File: config.mk
export PLATFORM = sky130hd
export DESIGN_NAME = div_unit
export DESIGN_NICKNAME = d
export VERILOG_FILES = /design/src/rtl/div_unit.sv
export SDC_FILE = /design/constraint.sdc
export NUM_CORES = 1
export LEC_CHECK = 0
export ABC_CLOCK_PERIOD_IN_PS = 3100
export CAP_MARGIN = 20
export CORE_ASPECT_RATIO = 0.9
export CORE_UTILIZATION = 35
export CTS_CLUSTER_SIZE = 24
export DETAILED_ROUTE_END_ITERATION = 10
export GPL_ROUTABILITY_DRIVEN = 0
export PLACE_DENSITY = 0.6
export SLEW_MARGIN = 20
export SYNTH_ARGS = -nofsm -noshare
export SYNTH_HDL_FRONTEND = slang
export SYNTH_SLANG_ARGS = --single-unit
File: constraint.sdc
create_clock -name clk -period 3.1 [get_ports clk]
set_input_delay 0.465 -clock clk [delete_from_list [all_inputs] [get_ports clk]]
set_output_delay 0.465 -clock clk [all_outputs]
set_load 0.005 [all_outputs]
File: src/rtl/div_unit.sv
// Iterative radix-2 restoring divider for MIPS DIV/DIVU. It works on operand magnitudes and
// applies the sign fix-up at the end. It owns the HI (remainder) and LO (quotient) registers.
module div_unit #(
    parameter int WIDTH = 32
) (
    input  logic             clk,
    input  logic             rst_n,
    input  logic             start,
    input  logic             is_signed,
    input  logic [WIDTH-1:0] dividend,
    input  logic [WIDTH-1:0] divisor,
    input  logic             flush,
    output logic             busy,
    output logic             done,
    output logic [WIDTH-1:0] lo,
    output logic [WIDTH-1:0] hi,
    output logic             div_by_zero
);

    localparam int CW = $clog2(WIDTH + 1);

    typedef enum logic [1:0] {
        S_IDLE = 2'd0,
        S_CALC = 2'd1,
        S_FIX  = 2'd2,
        S_ZERO = 2'd3
    } state_t;

    state_t           r_state;
    logic [CW-1:0]    r_count;
    logic [WIDTH-1:0] r_rem;
    logic [WIDTH-1:0] r_quo;
    logic [WIDTH-1:0] r_dvs;
    logic             r_neg_q;
    logic             r_neg_r;
    logic [WIDTH-1:0] r_lo;
    logic [WIDTH-1:0] r_hi;
    logic             r_done;
    logic             r_dbz;

    logic                    w_dvd_neg;
    logic                    w_dvs_neg;
    logic [WIDTH-1:0]        w_dvd_mag;
    logic [WIDTH-1:0]        w_dvs_mag;
    logic [WIDTH:0]          w_rem_sh;
    logic signed [WIDTH:0]   w_trial;
    logic                    w_trial_ok;
    logic [WIDTH-1:0]        w_rem_nx;
    logic [WIDTH-1:0]        w_quo_nx;

    function automatic logic [WIDTH-1:0] f_neg(input logic [WIDTH-1:0] x);
        return ~x + WIDTH'(1);
    endfunction

    assign w_dvd_neg = is_signed & dividend[WIDTH-1];
    assign w_dvs_neg = is_signed & divisor[WIDTH-1];
    assign w_dvd_mag = w_dvd_neg ? f_neg(dividend) : dividend;
    assign w_dvs_mag = w_dvs_neg ? f_neg(divisor) : divisor;

    // The shifted remainder is below 2*|divisor|, so one extra bit is enough to hold the borrow.
    assign w_rem_sh   = {r_rem, r_quo[WIDTH-1]};
    assign w_trial    = $signed(w_rem_sh - {1'b0, r_dvs});
    assign w_trial_ok = ~w_trial[WIDTH];
    assign w_rem_nx   = w_trial_ok ? w_trial[WIDTH-1:0] : w_rem_sh[WIDTH-1:0];
    assign w_quo_nx   = {r_quo[WIDTH-2:0], w_trial_ok};

    always_ff @(posedge clk or negedge rst_n) begin
        if (!rst_n) begin
            r_state <= S_IDLE;
            r_count <= '0;
            r_rem   <= '0;
            r_quo   <= '0;
            r_dvs   <= '0;
            r_neg_q <= 1'b0;
            r_neg_r <= 1'b0;
            r_lo    <= '0;
            r_hi    <= '0;
            r_done  <= 1'b0;
            r_dbz   <= 1'b0;
        end else begin
            r_done <= 1'b0;
            case (r_state)
                S_IDLE: begin
                    if (start && !flush) begin
                        r_neg_q <= w_dvd_neg ^ w_dvs_neg;
                        r_neg_r <= w_dvd_neg;
                        r_rem   <= '0;
                        r_dvs   <= w_dvs_mag;
                        r_count <= CW'(WIDTH);
                        // The zero-divisor path keeps the raw dividend for HI.
                        if (divisor == '0) begin
                            r_quo   <= dividend;
                            r_state <= S_ZERO;
                        end else begin
                            r_quo   <= w_dvd_mag;
                            r_state <= S_CALC;
                        end
                    end
                end
                S_CALC: begin
                    if (flush) begin
                        r_state <= S_IDLE;
                    end else begin
                        r_rem   <= w_rem_nx;
                        r_quo   <= w_quo_nx;
                        r_count <= r_count - CW'(1);
                        if (r_count == CW'(1)) begin
                            r_state <= S_FIX;
                        end
                    end
                end
                S_FIX: begin
                    if (!flush) begin
                        r_lo   <= r_neg_q ? f_neg(r_quo) : r_quo;
                        r_hi   <= r_neg_r ? f_neg(r_rem) : r_rem;
                        r_dbz  <= 1'b0;
                        r_done <= 1'b1;
                    end
                    r_state <= S_IDLE;
                end
                S_ZERO: begin
                    if (!flush) begin
                        r_lo   <= '1;
                        r_hi   <= r_quo;
                        r_dbz  <= 1'b1;
                        r_done <= 1'b1;
                    end
                    r_state <= S_IDLE;
                end
                default: r_state <= S_IDLE;
            endcase
        end
    end

    assign busy        = (r_state != S_IDLE);
    assign done        = r_done;
    assign lo          = r_lo;
    assign hi          = r_hi;
    assign div_by_zero = r_dbz;

endmodule

; ---- After elaboration in Yosys (flattened, before gate mapping)
; Index checks and enable logic that the tools add are counted.
[totals]
regBits = 172
in_bits = 69
output_inout_bits = 67
wordCells = 77
[classes]
addsub = 6
eq_ne = 9
n_mux = 31
n_bitwise = 8
n_reduce_logical = 12
[ops]
columns = cell, n
row1 = $mux W32, 14
row2 = $pmux W32 S2, 4
row3 = $add A32 B1 Y32 const B, 4
row4 = $not A32 Y32, 4
row5 = $sub A33 B32 Y33, 1
row6 = $logic_not A32 Y1, 1
row7 = $mux W6, 2
row8 = $pmux W6 S2, 1
row9 = $mux W2, 4
row10 = $ne A2 B2 Y1 const B, 4
row11 = $eq A6 B1 Y1 const B, 1
row12 = $pmux W2 S3, 1
row13 = $reduce_and A3 Y1, 2
row14 = $reduce_bool A2 Y1, 3
row15 = $sub A6 B1 Y6 const B, 1
row16 = $eq A2 B2 Y1 const B, 2
row17 = $mux W1, 4
row18 = $reduce_and A2 Y1, 2
row19 = $ne A3 B3 Y1 const B, 1
row20 = $and A1 B1 Y1, 2
row21 = $eq A2 B1 Y1 const B, 1
row22 = $logic_not A2 Y1, 1
row23 = $pmux W1 S2, 1
row24 = $reduce_or A2 Y1, 1
row25 = other kinds (4), 4

; ---- Logic depth before layout (Yosys ltp)
; Gate-level depths: netlist of the first run.
[logic_depth]
ltp_word = 6
mapped_depth = 12
ltp_nobuf = 11

; ---- Worst setup path before layout of the first run
; Ideal clock, no wire load.
[synth_timing]
path_kind = register to register
startpoint = reg r_rem[15]
endpoint = reg r_rem[0]
setup_time_ns = 0.083
arrival_ns = 2.691
required_time_ns = 3.017
path_slack_ns = 0.326
stages_incl_launch_ff = 11
n_path_buf = 1
period_less_slack_ns = 2.774
cell_sequence = dfrtp_1 > ha_1 > clkbuf_2 > nand4_1 > or4_1 > a21o_1 > a31o_1 > a21bo_2 > nand3_4 > mux2_2 > o22ai_1
[synth_via]
elab_chain_len = 4
[synth_rtl]
columns = item, line_no
row1 = "start, declared", 31  ; logic [WIDTH-1:0] r_rem;
row2 = "start signal, assigned", 104  ; r_rem <= w_rem_nx;
row3 = $sub A33 B32 Y33, 62  ; assign w_trial = $signed(w_rem_sh - {1'b0, r_dvs});
row4 = $mux W32, 64  ; assign w_rem_nx = w_trial_ok ? w_trial[WIDTH-1:0] : w_rem_sh[WIDTH-1:0];
row5 = $mux W32, 101  ; if (flush) begin
row6 = $pmux W32 S2, 82  ; case (r_state)
; No other way between the ends. The select of a mux whose other input is x is not followed.
; A chain may end at the register's enable or synchronous reset.

; ---- Final worst setup path of the first run
[layout_timing]
startpoint = reg r_dvs[0]
endpoint = reg r_rem[1]
[layout_via]
elab_chain_len = 4
[layout_rtl]
columns = item, line_no
row1 = "start, declared", 33  ; logic [WIDTH-1:0] r_dvs;
row2 = "start signal, assigned", 88  ; r_dvs <= w_dvs_mag;
row3 = $sub A33 B32 Y33, 62
row4 = $mux W32, 64
row5 = $mux W32, 101
row6 = $pmux W32 S2, 82
; No other way between the ends. The select of a mux whose other input is x is not followed.

==> results.md, run 1 <==
* Outcome: finished clean
* Residual DRC at 0
* N_diodes at 0
* TritonCTS buffer count at 17
* Register area share after synthesis at between 30% and 40%
* Port bufs at ~140
* Placed Area at about 0.015 mm^2
* Startpoint types: flip-flop
* Vias per std cell at 5.38
* Net count after synthesis at 1546
* VDD IR max at between 400 and 500 uV
* Vias post-DR at approximately 11k
* Arrival time worst endpoint at roughly 3.3 ns
* Power Density at a little over 800 mW/mm^2
* Netlist cell types at 80
* Fin Hold WS at slightly below 0.5 ns
* Net Sw Frac at between 40% and 50%
* Fin area at roughly 0.015 mm^2
* Antenna violations before repair at 0
* H-tree depth at 4
* Max Fclk at about 340 MHz
* Worst slew pin tran at roughly 0.86 ns
* Dominant synthesized flop cell: dfrtp_1
* Hold Crit Class: reg2reg
* Cells after synthesis at between 1k and 1.5k
* Period utilization at between 90 and 100%
* Core area at about 0.034 mm^2
* Vias in the first global route at roughly 11k
* First-pass GRT wire length at approximately 60000 um
* Clk slew on worst S/H paths at about 0.08 ns
* Crit path max fanout at 5
* WL final at slightly below 40000 um
* Reg power frac at 28.1%
* Post-layout util at 45.5%
* Post-synth EDFFs at 0
* Syn avg cell area at about 8.4 um^2
* All-Layer GR Usage at 22.2%
* Critical setup path kind: reg2reg
* Largest net degree at the start of global routing at slightly below 80
* Post-route ant nets at 0
* Drt wl/cell at 18.2 um
* Pint at approximately 0.0071 W
* Nature of the critical path endpoint: flip-flop
* Die ar. at 0.0353 mm^2
* Synth async-reset ratio at between 90% and 100%
* Skew final at ~0.014 ns
* CP max stage delay at between 0.4 and 0.5 ns
* Layout cell share with drive strength beyond 1 at 13.7%
* Unrepaired setup endpoints after global routing: no
* TritonCTS clock tree: done
* WP buf/inv at 0
* Overall die height at around 180 um
* #FFs+latches synth at about 170
* Top post-synthesis cells by area: dfrtp_1 (36%), nand2_1 (6.1%), xor2_1 (6.0%)
* Dpl cells at ~2.1k
* Num rows at 64
* Gr ovfl total at 0
* Cell Chain, Critical Path: ha_1, fa_1, nor2b_2, o2111ai_1, a21o_1, a31o_1, a21bo_2, nand3_4, mux2_2, o22ai_1
* Max-cap violation count at 0
* Warnings, synthesis at 0
* Die width at 198 um
* Postcts setup bufs at 0
* Root buf cell: clkbuf_16
* Area grow syn2layout at 28.1%
* Initial Util at around 36%
* Clk sinks at 172
* Worst Path Required at 3.46 ns
* Slew margin rel. at 43.0%
* Final setup vio count at 0
* Synth area leader: dfrtp_1
* Cell area after synthesis at roughly 0.012 mm^2
* P_sw at about 0.0057 W
* Final hold violation count at 0
* CP delay by family, top: compound AO/OA/AOI/OAI gates
* Slew Limit Fails at 0
* Post-DP HPWL at between 30000 and 40000 um
* P_leak at around 7.0 nW
* Layout Cells excl Fill at roughly 2.1k
* Yosys top cell area share at a little over a third
* DRT iter0 DRCs at 897
* DR pass1 iterations at 5
* Clock Power Share at 17.4%
* Number of fill cells at approximately 3.3k
* Max Root-Sink Buffers at 2
* Max stage delay cell, worst path: dfrtp_2
* Total power draw at ~0.013 W
* Comb pwr share at approximately 55%
* Final Critical Period at slightly below 3 ns
* Worst-Skew Late Latency at approximately 0.45 ns
* Layout net count at roughly 1.8k
* # IOs at roughly 140
cells in the final DEF, fill, tap and decap left out, types with 17 or more instances in the layout:
cell type | netlist | layout
o21ai_1 | 28 | 28
nand3_1 | 18 | 18
nor2_1 | 91 | 90
xnor2_1 | 57 | 57
clkbuf_16 | 0 | 17
buf_4 | 1 | 137
o31ai_1 | 28 | 28
a21oi_1 | 93 | 93
xor2_1 | 83 | 83
ha_1 | 38 | 37
o211ai_1 | 35 | 35
nor3_1 | 20 | 20
clkdlybuf4s50_1 | 0 | 134
nand2_1 | 198 | 197
a21o_1 | 19 | 19
dfrtp_1 | 172 | 170
o41ai_1 | 18 | 18
mux2i_1 | 45 | 45
o21ai_0 | 133 | 133
inv_1 | 61 | 61
registers in the layout, summed over array words and instances, names as in the netlist:
signal	flops
hi	32
lo	32
r_dvs	32
r_quo	32
r_rem	32
r_count	6
r_state	2
div_by_zero	1
done	1
r_neg_q	1
r_neg_r	1
worst min-delay path, delay by kind of cell (launching register included):
kind	cells	cell delay [ns]
DFF	1	0.35
and+or+nand+nor	2	0.10
final timing paths:
kind	start	to	slack, ns	cells past startpoint
worst max-delay path	r_dvs[0]	r_rem[1]	0.13	10
worst min-delay path	div_by_zero	div_by_zero	0.48	2
worst max register to register	r_dvs[0]	r_rem[1]	0.13	10
worst min register to register	div_by_zero	div_by_zero	0.48	2
max in group asynchronous	rst_n	r_rem[20]	1.69	3
min in group asynchronous	rst_n	r_rem[15]	0.54	2
cell type report:
type	instances	area, um^2	share of cell area [%]
clock buffers	17	425	2.74
well taps	462	578	3.73
inverters	61	229	1.48
flip-flops and latches	172	4310	27.8
repair buffers	280	2530	16.3
clock inverters	15	196	1.27
multi-input cells	1118	7230	46.7
routing by layer:
layer / vias to the layer above / track usage (%) / wire length, um
met2: 361 / 32.7 / 16600
li1: 5569 / - / -
met5: - / 0 / 0
met1: 5479 / 34.1 / 19500
met3: 33 / 2.46 / 2220
met4: 0 / 5.39 / 489
through the flow:
step                      TNS, ns  setup slack (ns)
after global placement     -0.144           -0.0771
after detailed placement   -0.615            -0.123
final                           0             0.134
after global routing            0          0.000112
after CTS                       0            0.0453
after floorplan                 0             0.326
Yosys cell counts, types with 12 or more instances:
library cell	instances
o21ai_1	28
nand2_1	198
o21ai_0	133
or3_1	12
o41ai_1	18
clkbuf_1	68
nand3_1	18
o22ai_1	13
xor2_1	83
and3_1	14
inv_1	61
nor3_1	20
o31ai_1	28
o211ai_1	35
mux2i_1	45
dfrtp_1	172
a21o_1	19
ha_1	38
xnor2_1	57
nor2_1	91
a21oi_1	93
power by group through the flow:
stage / Clock [W] / Sequential (W) / Combinational [W]
floorplan: 0 / 0.00340 / 0.00430
global placement: 0 / 0.00359 / 0.00675
detailed placement: 0 / 0.00361 / 0.00687
CTS: 0.00226 / 0.00357 / 0.00690
global route: 0.00235 / 0.00366 / 0.00770
finish: 0.00223 / 0.00360 / 0.00699
what timing repair did:
| item | in CTS | in global routing |
|---|---|---|
| endpoints found under the hold margin | 4 | 0 |
| hold buffers | 1 | 0 |
| endpoints found under the setup margin | 0 | 35 |
| resized for setup | 0 | 6 |
cell families after synthesis:
family                     count (synthesis)  synth area share, %
adders and majority gates                 39                 4.10
AOI/OAI and AO/OA                        438                 22.7
xor gates and xnor gates                 140                 10.1
muxes                                     49                 4.10
and+or+nand+nor                          451                 18.3
buffers and inverters                    149                 5.03
DFF                                      172                 35.6
Note: power is estimated with default switching activity, not from simulation.
==> inputs of run 2 (changes only) <==
CORE_ASPECT_RATIO = default   (was 0.9)
==> run 2 against run 1 <==
Critical path depth did not move. Via count fell by 1.6%. Clock-buffer cell count did not move. Clock skew fell by 0.0043 ns. Critical path type unchanged.
==> results.md, run 2 (synthesized netlist as in run 1, its figures left out) <==
* Arrival time worst endpoint at 3.27 ns (-0.06 ns)
* H-tree depth at 4 (unchanged)
* Commonest cells after routing, fill and taps aside: nand2_1 (197), dfrtp_1 (172), clkdlybuf4s50_1 (134), o21ai_0 (133), buf_4 (127)
* Pint at 0.00702 W (-1.2%)
* Net Sw Frac at 43.9% (-0.64 points)
* Outcome: finished clean
* Placed Area at 0.0147 mm^2 (-0.72%)
* Die ar. at 0.0353 mm^2 (about the same)
* Clk slew on worst S/H paths at 0.07 ns (about the same)
* Max Root-Sink Buffers at 2 (unchanged)
* TritonCTS clock tree: done
* Post-layout util at 45.3% (-0.21 points)
* Crit path max fanout at 15 (+10)
* Gr ovfl total at 0 (unchanged)
* Period utilization at 95.1% (-0.56 points)
* Worst-Skew Late Latency at 0.44 ns (about the same)
* Layout net count at 1746 (-0.68%)
* Layout Cells excl Fill at 2098 (-1.3%)
* Slew Limit Fails at 0 (unchanged)
* Largest net degree at the start of global routing at 116 (+49%)
* Drt wl/cell at 17.7 um (-3.0%)
* Critical setup path kind: reg2reg
* Power Density at 817 mW/mm^2 (-1.2%)
* Worst slew pin tran at 0.831 ns (-0.0247 ns)
* Max Fclk at 339 MHz (+0.58%)
* Skew final at 0.00978 ns (-0.00426 ns)
* P_sw at 0.00549 W (-3.8%)
* Unrepaired setup endpoints after global routing: no
* Nature of the critical path endpoint: flip-flop
* Total power draw at 0.0125 W (-2.4%)
* WL final at 37100 um (-4.2%)
* First-pass GRT wire length at 58900 um (-2.7%)
* Hold Crit Class: in2async
* Vias in the first global route at 10.5k (-3.3%)
* Clock Power Share at 16.9% (-0.5 points)
* DRT iter0 DRCs at 1122 (+25%)
* Fin area at 0.0153 mm^2 (-1.2%)
* Launching point of the worst reg2reg path: r_rem[16]
* Commonest non-fill, non-tap cell in the layout: nand2_1
* Num rows at 67 (+4.7%)
* Root buf cell: clkbuf_16
* Vias per std cell at 5.37 (-0.36%)
* P_leak at 6.90 nW (-1.1%)
* Overall die height at 188 um (+5.3%)
* Final setup vio count at 0 (unchanged)
* Reg power frac at 28.8% (+0.7 points)
* Layout cell share with drive strength beyond 1 at 12.8% (-0.86 points)
* Residual DRC at 0 (unchanged)
* VDD IR max at 469 uV (+8.5%)
* Postcts setup bufs at 0 (unchanged)
* Antenna violations before repair at 0 (unchanged)
* Comb pwr share at 54.3% (-0.2 points)
* Clk sinks at 172 (unchanged)
* N_diodes at 0 (unchanged)
* DR pass1 iterations at 5 (unchanged)
* # IOs at 136 (unchanged)
* Final hold violation count at 0 (unchanged)
* Worst Path Required at 3.42 ns (-0.04 ns)
* Initial Util at 35.8% (+0.26 points)
* FF-to-FF setup slack at 0.15 ns (+0.02 ns)
* Die width at 188 um (-5.1%)
* Startpoint types: flip-flop
* Vias post-DR at 11.3k (-1.6%)
* Port bufs at 135 (unchanged)
* Worst Reg-to-Reg Cells at 10 (unchanged)
* Post-DP HPWL at 29000 um (-4.3%)
* Post-route ant nets at 0 (unchanged)
* All-Layer GR Usage at 21.1% (-1.0 points)
* Max-cap violation count at 0 (unchanged)
* FF-to-FF End: r_rem[22]
* TritonCTS buffer count at 17 (unchanged)
* Final Critical Period at 2.95 ns (-0.0172 ns)
* Slew margin rel. at 44.6% (+1.6 points)
* Core area at 0.0338 mm^2 (-0.73%)
* Dpl cells at 2067 (-1.1%)
* Area grow syn2layout at 26.6%
[run 2: worst max-delay path by stage]
stage	slack (ns)	from	end	cells past startpoint
global placement	-0.02	divisor[0]	r_quo[19]	13
floorplan	0.33	r_rem[15]	r_rem[0]	10
finish	0.15	r_rem[16]	r_rem[22]	10
global route	0.02	r_rem[13]	r_rem[23]	10
CTS	0.13	r_quo[31]	r_rem[4]	12
detailed placement	-0.09	divisor[0]	r_quo[17]	13
[run 2: layer usage]
layer / GRT usage (%) / part of all wire, %
met3: 2.98 / 5.5
met4: 8.97 / 3.7
met2: 31.0 / 43
met1: 30.8 / 48
met5: 0 / 0
[run 2: timing repair]
item                                    4_1_cts  5_1_grt
resized for setup                             0        3
endpoints found under the setup margin        0       11
hold buffers                                  0        0
[run 2: critical path, cell delays in order, from the launching register on]
cell and delay, ns:
dfrtp_1 0.44, ha_1 0.33, nand4_1 0.18, or4_1 0.56
a21o_1 0.20, a31o_1 0.26, a21bo_2 0.26, nand3_4 0.15
buf_12 0.18, mux2i_1 0.20, o21ai_1 0.08
[run 2: area by class of cell]
class / count / area [um^2]
clock buffer: 17 / 425
clock inverter: 14 / 146
fill: 3269 / 18500
inverter: 61 / 229
multi-input combinational: 1117 / 7210
sequential: 172 / 4300
tap: 448 / 561
timing repair buffer: 269 / 2440
[run 2: power groups by stage]
stage | Combinational [W] | Clock (W) | Sequential, W
4_1_cts | 0.00674 | 0.00216 | 0.00357
5_1_grt | 0.00750 | 0.00225 | 0.00366
2_1_floorplan | 0.00430 | 0 | 0.00340
3_5_place_dp | 0.00671 | 0 | 0.00361
3_3_place_gp | 0.00659 | 0 | 0.00360
6_report | 0.00679 | 0.00212 | 0.00360
[run 2: per-stage QoR]
step	TNS, ns	hold WS, ns	worst slack, ns
finish	0	0.0205	0.152
global route	0	0.0577	0.0158
CTS	0	0.0635	0.134
detailed placement	-0.833	0.456	-0.0908
global placement	-0.113	0.454	-0.0249
floorplan	0	0.169	0.326
==> inputs of run 3 (changes only) <==
GPL_ROUTABILITY_DRIVEN = default   (was 0)
==> run 3 against run 2 <==
Final cell count rose by 0.57%. Hold slack gained 0.013 ns. Critical path depth decreased by 1. Non-clock buffer count is 11 higher. Global-route usage up 0.19 points. Highest routed layer unchanged. First-iteration DRC count shrank 23%. Register-to-register slack got worse by 0.07 ns. Total power rose by 0.56%. Die area stayed put. Combinational power grew 1%. Core utilization grew 0.25 points. Clock-buffer cell count is the same.
==> results.md, run 3 (synthesized netlist as in run 1, its figures left out) <==
* Period utilization at 97.5% (+2.4 points)
* Clk slew on worst S/H paths at 0.07 ns (about the same)
* Clock Power Share at 16.8% (about the same)
* Hold Crit Class: in2async
* Worst Path Required at 3.48 ns (+0.06 ns)
* TritonCTS clock tree: done
* Slew margin rel. at 44.2% (-0.44 points)
* Vias in the first global route at 10.6k (+1.1%)
* TritonCTS buffer count at 17 (unchanged)
* Power Density at 817 mW/mm^2 (about the same)
* Nature of the critical path endpoint: flip-flop
* VDD IR max at 507 uV (+8.1%)
* CP endpoint: r_rem[23]
* Worst Reg-to-Reg Cells at 9 (-1)
* P_leak at 6.92 nW (+0.42%)
* FF-to-FF setup slack at 0.08 ns (-0.07 ns)
* Largest net degree at the start of global routing at 74 (-36%)
* Max Root-Sink Buffers at 2 (unchanged)
* Vias per std cell at 5.32 (-0.85%)
* Worst-Skew Late Latency at 0.44 ns (about the same)
* N_diodes at 0 (unchanged)
* CP Launch Point: r_rem[15]
* Arrival time worst endpoint at 3.40 ns (+0.13 ns)
* Commonest non-fill, non-tap cell in the layout: nand2_1
* Post-DP HPWL at 29500 um (+1.9%)
* Num rows at 67 (unchanged)
* Final hold violation count at 0 (unchanged)
* CP max stage delay at 0.56 ns (about the same)
* Cell Chain, Critical Path: ha_1, nand4_1, or4_1, a21o_1, a31o_1, nand3_2, nand3_2, a311oi_1, a311o_1
* DR pass1 iterations at 5 (unchanged)
* PnR worst setup slack at 0.0782 ns (-0.0734 ns)
* Final Critical Period at 3.02 ns (+0.0734 ns)
* Final setup vio count at 0 (unchanged)
* Total power draw at 0.0126 W (+0.56%)
* Max-cap violation count at 0 (unchanged)
* DRT iter0 DRCs at 860 (-23%)
* Slew Limit Fails at 0 (unchanged)
* Die width at 188 um (unchanged)
* Gr ovfl total at 0 (unchanged)
* Antenna violations before repair at 0 (unchanged)
* Overall die height at 188 um (unchanged)
* P_sw at 0.00552 W (+0.52%)
* Layout net count at 1758 (+0.69%)
* Most used cell, CP: nand3_2
* WL final at 37400 um (+0.59%)
* Pint at 0.00707 W (+0.58%)
* Area grow syn2layout at 27.3%
* Reg power frac at 28.5% (-0.3 points)
* Initial Util at 35.8% (unchanged)
* Max stage delay cell, worst path: or4_1
* Commonest cells after routing, fill and taps aside: nand2_1 (197), dfrtp_1 (171), buf_4 (141), clkdlybuf4s50_1 (134), o21ai_0 (133)
* Root buf cell: clkbuf_16
* Net Sw Frac at 43.9% (about the same)
* RD Place Congestion at around 0.94
* CTS Hold Bufs at 0 (unchanged)
* Vias post-DR at 11.2k (-0.28%)
* First-pass GRT wire length at 59300 um (+0.70%)
* Port bufs at 135 (unchanged)
* FF-to-FF End: r_rem[23]
* Critical setup path kind: reg2reg
* Worst slew pin tran at 0.838 ns (+0.00654 ns)
* Outcome: finished clean
* Drt wl/cell at 17.7 um (about the same)
* Die ar. at 0.0353 mm^2 (unchanged)
* Skew final at 0.00885 ns (-0.000928 ns)
* Core area at 0.0338 mm^2 (unchanged)
* Setup Total Neg Slack at 0 ns (unchanged)
* Crit path max fanout at 6 (-9)
* H-tree depth at 4 (unchanged)
* All-Layer GR Usage at 21.3% (+0.19 points)
* Comb pwr share at 54.7% (+0.4 points)
* Worst slack, placed at -0.0689 ns (+0.0218 ns)
* Residual DRC at 0 (unchanged)
* Launching point of the worst reg2reg path: r_rem[15]
* Clk sinks at 172 (unchanged)
* Layout cell share with drive strength beyond 1 at 13.7% (+0.87 points)
* Max Fclk at 331 MHz (-2.4%)
* Post-route ant nets at 0 (unchanged)
* Startpoint types: flip-flop
* # IOs at 136 (unchanged)
-- run 3: cell type report --
| cell class | instances | area (um^2) |
|---|---|---|
| fillers | 3342 | 18400 |
| inverters | 61 | 229 |
| repair buffers | 280 | 2490 |
| flip-flops and latches | 172 | 4310 |
| clock buffers | 17 | 425 |
| clock inverters | 14 | 150 |
| multi-input cells | 1118 | 7240 |
| well taps | 448 | 561 |
-- run 3: power groups by stage --
stage | registers (W) | logic (W) | clock network, W
global route | 0.00366 | 0.00761 | 0.00225
global placement | 0.00360 | 0.00668 | 0
CTS | 0.00357 | 0.00679 | 0.00216
detailed placement | 0.00361 | 0.00677 | 0
finish | 0.00359 | 0.00688 | 0.00212
floorplan | 0.00340 | 0.00430 | 0
-- run 3: routing by layer --
layer	vias to the layer above	track usage [%]	share of wire [%]
met5	-	0	0
met4	0	8.72	3.7
met3	56	2.90	4.5
met2	299	32.2	43
met1	5300	30.5	49
li1	5569	-	-
-- run 3: through the flow --
stage / std cells / hold WS [ns] / utilization (%) / area (um^2)
final: 2110 / 0.0331 / 45.6 / 15400
after CTS: 2107 / 0.0713 / 45.4 / 15300
after floorplan: 1438 / 0.169 / - / 12100
after detailed placement: 2076 / 0.467 / 43.7 / 14800
after global placement: 2076 / 0.457 / 43.7 / 14800
after global routing: 2110 / 0.0800 / 45.6 / 15400
-- run 3: worst min path at each step --
stage                      from          end  slack [ns]  cells after the start
global route              rst_n        hi[3]        0.08                      1
floorplan                 rst_n  div_by_zero        0.17                      0
CTS                       rst_n       hi[19]        0.07                      1
global placement          lo[0]        lo[0]        0.46                      2
detailed placement  div_by_zero  div_by_zero        0.47                      2
finish                    rst_n        hi[3]        0.03                      1
-- run 3: critical path, delay by kind of cell, from the launching register on --
| kind | cells | cell delay [ns] |
|---|---|---|
| and+or+nand+nor | 4 | 1.15 |
| AOI/OAI and AO/OA | 4 | 1.06 |
| DFF | 1 | 0.43 |
| adders and majority gates | 1 | 0.33 |
-- run 3: timing repair --
item	CTS	global route
gates resized for setup	0	6
setup endpoints to repair	0	30
buffers inserted	0	2
